==> src/rtl/serial_8bits_align_c_if.sv <==
// Byte-aligner lane interface: serial input plus the registered byte stream
// handed to the 8-bit to 32-bit word packer.
interface serial_8bits_align_c_if;
  logic       serial_in;
  logic [7:0] data_out;
  logic       valid_out;
  logic       byte_strobe;
  logic       active;

  // Stimulus / PHY side drives the lane and watches the byte stream.
  modport master (
    output serial_in,
    input  data_out,
    input  valid_out,
    input  byte_strobe,
    input  active
  );

  // Aligner side consumes the lane and produces the byte stream.
  modport slave (
    input  serial_in,
    output data_out,
    output valid_out,
    output byte_strobe,
    output active
  );
endinterface

==> src/rtl/serial_8bits_align_c.sv <==
// Serial lane deserialiser with COMMA-based byte alignment.
// Hunts bit-by-bit for COMMA, confirms alignment over LOCK_COUNT consecutive
// aligned commas, then emits bytes with a per-byte strobe; valid_out marks
// data bytes (not COMMA fill) while the link is active.
// Optional feature macro: SER_RELOCK_EN -- drop lock after MAX_GAP consecutive
// non-COMMA bytes and hunt again. Without it, ACTIVE holds until reset.
module serial_8bits_align_c #(
  parameter logic [7:0]  COMMA      = 8'hBC,
  parameter int unsigned LOCK_COUNT = 4,
  parameter int unsigned MAX_GAP    = 16
) (
  input logic                    clk_32f_c,
  input logic                    reset,
  serial_8bits_align_c_if.slave  bus
);

  localparam logic [1:0] StHunt   = 2'd0;
  localparam logic [1:0] StCount  = 2'd1;
  localparam logic [1:0] StActive = 2'd2;

  // Parameter range sanity, caught at elaboration.
  if (LOCK_COUNT < 1 || LOCK_COUNT > 15) begin : g_bad_lock_count
    $error("LOCK_COUNT must be in 1..15");
  end
  if (MAX_GAP < 1 || MAX_GAP > 255) begin : g_bad_max_gap
    $error("MAX_GAP must be in 1..255");
  end

  logic [1:0] state_q, state_d;
  // Only the low 7 bits of the shift register ever feed the next window.
  logic [6:0] sr_q, sr_d;
  logic [2:0] bit_cnt_q, bit_cnt_d;
  logic [3:0] comma_cnt_q, comma_cnt_d;
  logic [7:0] data_q, data_d;
  logic       valid_q, valid_d;
  logic       strobe_q, strobe_d;
  logic       active_q, active_d;

  logic [7:0] win;
  logic       win_comma;
  logic       byte_done;
  logic       lock_hit;
  logic       gap_expired;

  assign win       = {sr_q, bus.serial_in};
  assign win_comma = (win == COMMA);
  assign byte_done = (bit_cnt_q == 3'd7);
  assign lock_hit  = ((32'(comma_cnt_q) + 32'd1) == LOCK_COUNT);

`ifdef SER_RELOCK_EN
  localparam logic [7:0] GapLimit = 8'(MAX_GAP);

  logic [7:0] gap_cnt_q, gap_cnt_d;

  // Limit was reached on the previous byte; that byte already went out valid.
  assign gap_expired = (gap_cnt_q == GapLimit);
`else
  assign gap_expired = 1'b0;
`endif

  // Next-state: alignment FSM, byte assembly and output registers.
  always_comb begin
    state_d     = state_q;
    sr_d        = win[6:0];
    bit_cnt_d   = bit_cnt_q;
    comma_cnt_d = comma_cnt_q;
    data_d      = data_q;
    valid_d     = valid_q;
    strobe_d    = 1'b0;
    active_d    = active_q;
`ifdef SER_RELOCK_EN
    gap_cnt_d   = gap_cnt_q;
`endif

    case (state_q)
      StHunt: begin
        // Bit-granular search: the comma found here defines the byte boundary.
        if (win_comma) begin
          bit_cnt_d   = 3'd0;
          comma_cnt_d = 4'd1;
          if (LOCK_COUNT == 1) begin
            state_d  = StActive;
            active_d = 1'b1;
`ifdef SER_RELOCK_EN
            gap_cnt_d = 8'd0;
`endif
          end else begin
            state_d = StCount;
          end
        end
      end

      StCount: begin
        bit_cnt_d = bit_cnt_q + 3'd1;
        if (byte_done) begin
          strobe_d = 1'b1;
          data_d   = win;
          valid_d  = 1'b0;
          if (win_comma) begin
            comma_cnt_d = comma_cnt_q + 4'd1;
            if (lock_hit) begin
              state_d  = StActive;
              active_d = 1'b1;
`ifdef SER_RELOCK_EN
              gap_cnt_d = 8'd0;
`endif
            end
          end else begin
            state_d     = StHunt;
            comma_cnt_d = 4'd0;
          end
        end
      end

      StActive: begin
        if (gap_expired) begin
          state_d     = StHunt;
          active_d    = 1'b0;
          valid_d     = 1'b0;
          comma_cnt_d = 4'd0;
        end else begin
          // Alignment is frozen: only the current boundary is ever examined.
          bit_cnt_d = bit_cnt_q + 3'd1;
          if (byte_done) begin
            strobe_d = 1'b1;
            data_d   = win;
            valid_d  = !win_comma;
`ifdef SER_RELOCK_EN
            if (win_comma) begin
              gap_cnt_d = 8'd0;
            end else if (gap_cnt_q != GapLimit) begin
              gap_cnt_d = gap_cnt_q + 8'd1;
            end
`endif
          end
        end
      end

      default: begin
        state_d = StHunt;
      end
    endcase
  end

  // State and output registers with synchronous reset.
  always_ff @(posedge clk_32f_c) begin
    if (reset) begin
      state_q     <= StHunt;
      sr_q        <= 7'd0;
      bit_cnt_q   <= 3'd0;
      comma_cnt_q <= 4'd0;
      data_q      <= 8'h00;
      valid_q     <= 1'b0;
      strobe_q    <= 1'b0;
      active_q    <= 1'b0;
    end else begin
      state_q     <= state_d;
      sr_q        <= sr_d;
      bit_cnt_q   <= bit_cnt_d;
      comma_cnt_q <= comma_cnt_d;
      data_q      <= data_d;
      valid_q     <= valid_d;
      strobe_q    <= strobe_d;
      active_q    <= active_d;
    end
  end

`ifdef SER_RELOCK_EN
  // Gap counter register, cleared with the rest of the state on reset.
  always_ff @(posedge clk_32f_c) begin
    if (reset) begin
      gap_cnt_q <= 8'd0;
    end else begin
      gap_cnt_q <= gap_cnt_d;
    end
  end
`endif

  assign bus.data_out    = data_q;
  assign bus.valid_out   = valid_q;
  assign bus.byte_strobe = strobe_q;
  assign bus.active      = active_q;

endmodule

==> src/flat_wrapper.sv <==
// flat-port wrapper written by rule: the top's interface ports become plain ports
module serial_8bits_align_c_flat 
#(
  parameter logic [7:0]  COMMA      = 8'hBC,
  parameter int unsigned LOCK_COUNT = 4,
  parameter int unsigned MAX_GAP    = 16
)
  (clk_32f_c, reset, bus_serial_in, bus_data_out, bus_valid_out, bus_byte_strobe, bus_active);
  serial_8bits_align_c_if bus_i ();
  input logic clk_32f_c;
  input logic reset;
  input wire logic [$bits(bus_i.serial_in)-1:0] bus_serial_in;
  output wire logic [$bits(bus_i.data_out)-1:0] bus_data_out;
  output wire logic [$bits(bus_i.valid_out)-1:0] bus_valid_out;
  output wire logic [$bits(bus_i.byte_strobe)-1:0] bus_byte_strobe;
  output wire logic [$bits(bus_i.active)-1:0] bus_active;
  assign bus_i.serial_in = bus_serial_in;
  assign bus_data_out = bus_i.data_out;
  assign bus_valid_out = bus_i.valid_out;
  assign bus_byte_strobe = bus_i.byte_strobe;
  assign bus_active = bus_i.active;
  serial_8bits_align_c #(.COMMA(COMMA), .LOCK_COUNT(LOCK_COUNT), .MAX_GAP(MAX_GAP)) u_core (.clk_32f_c(clk_32f_c), .reset(reset), .bus(bus_i));
endmodule
==> config.mk <==
export PLATFORM = sky130hd
export DESIGN_NAME = serial_8bits_align_c_flat
export DESIGN_NICKNAME = d
export VERILOG_FILES = /design/src/rtl/serial_8bits_align_c_if.sv /design/src/rtl/serial_8bits_align_c.sv /design/src/flat_wrapper.sv
export SDC_FILE = /design/constraint.sdc
export NUM_CORES = 1
export LEC_CHECK = 0
export ABC_AREA = 0
export BUFFER_PORTS_ARGS = -buffer_cell sky130_fd_sc_hd__buf_4
export CAP_MARGIN = 20
export CORE_MARGIN = 2
export CORE_UTILIZATION = 50
export DETAILED_ROUTE_END_ITERATION = 7
export PLACE_DENSITY = 0.73
export REMOVE_ABC_BUFFERS = 1
export SLEW_MARGIN = 15
export SYNTH_ARGS = -nofsm -noshare
export SYNTH_HDL_FRONTEND = slang
export SYNTH_SLANG_ARGS = --single-unit
==> constraint.sdc <==
create_clock -name clk_32f_c -period 1.6 [get_ports clk_32f_c]
set_input_delay 0.16 -clock clk_32f_c [delete_from_list [all_inputs] [get_ports clk_32f_c]]
set_output_delay 0.16 -clock clk_32f_c [all_outputs]
set_load 0.05 [all_outputs]
=== Word level (Yosys, flattened, before mapping) ===
Cells that the tools add are included.

* Register bits: 27
* Input port bits: 3
* Output and inout port bits: 11
* Word-level logic and storage cells: 50

* $add $sub $neg: 3
* Equality and inequality tests: 9
* Multiplexer cells: 15
* Bitwise gates (word level): 2
* Reductions and logical operators: 13

{| class="wikitable"
|+ Operator list
! cell !! number
|-
| 32-bit by 3-bit equality test with 1-bit output (second input constant) || 1
|-
| 4-bit two-way mux || 3
|-
| 8-bit equality test (second input constant) || 1
|-
| 2-bit two-way mux || 4
|-
| 4-bit case mux with 2 select lines || 1
|-
| 4-bit AND reduction || 2
|-
| 2-bit by 1-bit != test with 1-bit output (second input constant) || 3
|-
| 2-bit case mux with 3 select lines || 1
|-
| 3-bit case mux with 2 select lines || 1
|-
| 3-bit AND reduction || 2
|-
| 2-bit nonzero test || 3
|-
| 4-bit by 1-bit adder with 5-bit output (second input constant) || 1
|-
| 4-bit by 1-bit adder with 4-bit output (second input constant) || 1
|-
| 2-bit AND reduction || 2
|-
| 2-bit OR reduction || 2
|-
| 3-bit by 1-bit adder with 3-bit output (second input constant) || 1
|-
| 3-bit equality test (second input constant) || 1
|-
| 1-bit two-way mux || 3
|-
| 3-bit two-way mux || 1
|-
| 3-bit != test (second input constant) || 1
|-
| 2-bit by 1-bit equality test with 1-bit output (second input constant) || 1
|-
| 2-bit equality test (second input constant) || 1
|-
| 2-bit zero test || 1
|-
| 1-bit NOT || 2
|-
| 2 further kinds || 2
|}

=== Longest topological paths before layout ===
* Depth after elaboration: 6
* Gate-level depth with buffers: 7
* Mapped depth without buffers: 6

=== Worst setup path after synthesis ===
No wires, ideal clock.

* Kind: register to register
* Start: register u_core.state_q[0]
* End: register u_core.valid_q (netlist: u_core.bus.valid_out)
* Setup time: 65 ps
* Arrival time: 1,534 ps
* Data required time: 1,535 ps
* Slack: 1 ps
* Cell stages (with the launch flop): 8
* Path buffers: 2
* Clock period less this slack: 1,599 ps
* Cells stage by stage: dfxtp_1 -> inv_1 -> ha_1 -> clkbuf_1 -> and2_1 -> clkbuf_1 -> a32oi_1 -> nor2_1

* Longest elaborated chain between the ends: 3
* Elaborated cells on any way between the ends: 7
* Classes of those cells: 4 x eq/ne; 1 x mux; 2 x reduce/logical

{| class="wikitable"
|+ RTL lines
! what !! RTL line !! RTL
|-
| from (decl) || serial_8bits_align_c.sv:29 || <nowiki>logic [1:0] state_q, state_d;</nowiki>
|-
| from (signal assigned) || serial_8bits_align_c.sv:148 || <nowiki>state_q <= StHunt;</nowiki>
|-
| from (signal assigned) || serial_8bits_align_c.sv:157 || <nowiki>state_q <= state_d;</nowiki>
|-
| 2-bit equality test / 2-bit by 1-bit equality test with 1-bit output (equally long branches) || serial_8bits_align_c.sv:75 || <nowiki>case (state_q)</nowiki>
|-
| 2-bit by 1-bit != test with 1-bit output (no source line) / 2-bit nonzero test (equally long branches) || -- ||
|-
| 3-bit AND reduction (no source line) || -- ||
|-
| to (signal assigned) || serial_8bits_align_c.sv:162 || <nowiki>valid_q <= valid_d;</nowiki>
|-
| to (decl) || serial_8bits_align_c.sv:35 || <nowiki>logic valid_q, valid_d;</nowiki>
|}

Parallel ways exist; a longest one is shown, timed or not.
A chain may end at the register's enable or synchronous reset.

=== Final worst setup path ===
* Start: register u_core.comma_cnt_q[0]
* End: register u_core.active_q (netlist: u_core.bus.active)

* Longest elaborated chain between the ends: 3

{| class="wikitable"
|+ RTL lines
! what !! RTL line !! RTL
|-
| from (decl) || serial_8bits_align_c.sv:33 || <nowiki>logic [3:0] comma_cnt_q, comma_cnt_d;</nowiki>
|-
| from (signal assigned) || serial_8bits_align_c.sv:160 || <nowiki>comma_cnt_q <= comma_cnt_d;</nowiki>
|-
| 4-bit by 1-bit adder with 5-bit output || serial_8bits_align_c.sv:48 || <nowiki>assign lock_hit = ((32'(comma_cnt_q) + 32'd1) == LOCK_COUNT);</nowiki>
|-
| 32-bit by 3-bit equality test with 1-bit output || serial_8bits_align_c.sv:48 ||
|-
| 4-bit AND reduction (no source line) || -- ||
|-
| to (signal assigned) || serial_8bits_align_c.sv:164 || <nowiki>active_q <= active_d;</nowiki>
|-
| to (decl) || serial_8bits_align_c.sv:37 || <nowiki>logic active_q, active_d;</nowiki>
|}

No other way between the ends.

==> flow_summary.ini <==
[logic_synthesis]
yosysSeqAreaShare = 0.455
synth_edf_count = 0
synth_top_area_frac = 0.455
synth_area_leader_cell = dfxtp_1
synth_area_per_cell_um2 = 8.80
syn_area_um2 = 1190
synthArstFlopShare = 0
synth_area_leaders = dfxtp_1, nand2_1, ha_1
ys_types = 33
syn_inst = 135
synth_seq_cells = 27
yosysWarnings = 0
synthFlopType = dfxtp_1

[setup_path]
path_delay_family = simple AND/OR/NAND/NOR gates
rrSetupSlack_ns = 0.06
cp_slowest_cell = or3b_4
path_cells = ha_1 > or3b_4 > or3_1 > a21oi_1
crit_arrival_ns = 1.81
critPathKind = flop to flop
crit-reg2reg-capture = u_core.bus.active$_SDFFE_PP0P_
crit_buf_inv = 0
critPathRequiredTime_ns = 1.86
critPathMaxFanout = 5
max_stage_delay_ns = 0.40
timing.rr.start = u_core.comma_cnt_q[0]$_SDFFE_PP0P_
reg2reg_depth = 4
crit_path_end_kind = flop
cp-start-kind = flop

[placement]
pre_cts_slack_ns = -0.0152
gp_congestion = 0.817
place_area_um2 = 1310
portBuffers = 13
hpwl_mm = 1.59

[floorplanning]
start_util = 0.532
die_area_um2 = 2780
num_io_pins = 14
core_area_um2 = 2230
die_w_um = 52.8
die_h_um = 52.8
rows = 17

[global_routing]
grt_pass1_wl_mm = 3.55
grt_pass1_vias = 851
grt_max_degree = 28
grt_overflow = 0
grt_antenna_before_repair = 0
grtUsageTotal = 0.172

[power]
power.density_nw_per_um2 = 734
p_leak_nw = 0.490
p_total_mw = 1.00
ir_worst_vdd_mv = 0.682

[routing]
drc = 0
routed_wl_mm = 2.25
dr.pass1.iters = 4
antenna_left = 0
initialDrtViolationCount = 28
viasPerCell = 5.55
routedWlPerCell_um = 12.8
vias = 971

[sta]
slew_violations = 0
finalSetupViolations = 0
setup_ws_ns = 0.0554
finalClockSkew_ns = 0.00127
finalSetupTns_ns = 0
hold_viol_final = 0
fmax_mhz = 647
worstMarginPinSlew_ns = 0.337
min_period_over_period = 0.965
maxSlewHeadroom = 0.775
fin_crit_ns = 1.54

[clock_tree]
cts_buffers = 3
insertion_delay_ns = 0.32
tritoncts = built
cts_setup_buffers = 0
path_clk_slew_ns = 0.14
clockBufferDepth = 2
h-tree-depth = 1
clock-sinks = 27
cts_root_buf = clkbuf_4

[finish]
nNetsFinal = 157
syn2layout_area_growth_pct = 15.2
diodes = 0
stdcell_area_um2 = 1370
drive_above_1_share = 0.238
mostFrequentLayoutCell = dfxtp_1
most-common-layout-cells = dfxtp_1, nand2_1, buf_4

[min_path]
hold_depth = 2
hp-class = input pin to flop
min_to = u_core.sr_q[0]$_SDFF_PP0_
hold_start = bus_serial_in

[flow_run]
maxCapViolCount = 0

[run_status]
status = finished, final reports clean
[metrics by stage]
stage | hold WS, ns | cells | utilization
5_1_grt | 0.0882 | 175 | 0.613
3_3_place_gp | 0.416 | 171 | 0.587
4_1_cts | 0.0930 | 175 | 0.603
3_5_place_dp | 0.423 | 171 | 0.587
2_1_floorplan | 0.229 | 127 | -
6_report | 0.107 | 175 | 0.613
[worst register-to-register path: stages (launching register included)]
cell and delay (ns):
dfxtp_4 0.39, ha_1 0.20, or3b_4 0.40, or3_1 0.36, a21oi_1 0.14
[cell type report]
class / count / area (um^2)
Clock buffer: 3 / 22.5
Clock inverter: 1 / 7.51
Multi-Input combinational cell: 94 / 616
Fill cell: 214 / 865
Inverter: 6 / 22.5
Tap cell: 28 / 35.0
Sequential cell: 27 / 546
Timing Repair Buffer: 16 / 120
[synthesized netlist by cell type, types with 2 or more instances]
cell type  count
dfxtp_1       27
inv_2          2
and2_1         2
xnor2_1        2
inv_1          4
a311oi_1       2
nand3_1        4
o21ai_0        3
a31oi_1        5
a21oi_1       13
a22o_1         2
or3_1          2
nor2b_1        7
mux2i_1        2
ha_1           6
clkbuf_1       7
nor2_1         7
nand2_1       23
[kinds of logic after synthesis]
family | count (synthesis) | share of synthesized area
XOR/XNOR | 2 | 0.0147
flip-flops | 27 | 0.455
AO/OA/AOI/OAI | 33 | 0.184
AND/OR/NAND/NOR | 51 | 0.219
multiplexers | 2 | 0.0168
buffers and inverters | 14 | 0.0474
adder cells (fa/ha/maj) | 6 | 0.0632
[power breakdown]
part	leakage (nW)	switching [mW]	internal, mW	total [mW]
combinational	0.256	0.0167	0.0114	0.0281
clock	0.0139	0.196	0.0954	0.291
sequential	0.219	0.00627	0.679	0.685
[worst max path at each step]
stage	depth (start not counted)	start	end	slack, ns
3_3_place_gp	6	u_core.bit_cnt_q[1]$_SDFFE_PP0P_	u_core.state_q[0]$_SDFFE_PP0P_	0.08
5_1_grt	6	u_core.bit_cnt_q[1]$_SDFFE_PP0P_	u_core.state_q[0]$_SDFFE_PP0P_	-0.0002
2_1_floorplan	4	u_core.comma_cnt_q[0]$_SDFFE_PP0P_	u_core.bus.active$_SDFFE_PP0P_	0.15
6_report	4	u_core.comma_cnt_q[0]$_SDFFE_PP0P_	u_core.bus.active$_SDFFE_PP0P_	0.06
4_1_cts	6	u_core.state_q[0]$_SDFFE_PP0P_	u_core.state_q[1]$_SDFFE_PP0P_	0.01
3_5_place_dp	6	u_core.bit_cnt_q[1]$_SDFFE_PP0P_	u_core.state_q[0]$_SDFFE_PP0P_	-0.02
[registers in the layout (all words and copies together) (netlist names)]
signal	flops
u_core.comma_cnt_q	4
u_core.bit_cnt_q	3
u_core.bus.data_out	8
u_core.bus.valid_out	1
u_core.sr_q	7
u_core.bus.active	1
u_core.state_q	2
u_core.bus.byte_strobe	1
[timing repair]
action / in CTS / in global routing
hold buffers: 0 / 0
setup endpoints to repair: 5 / 19
gates resized for setup: 4 / 8
[routing by layer]
layer / vias up / GRT usage / wire length, um
met5: - / 0 / 0
met2: 17 / 0.279 / 1040
met1: 455 / 0.223 / 1080
met4: 0 / 0.0684 / 21
met3: 2 / 0.0343 / 102
li1: 497 / - / -
(Power assumes the default switching activity.)
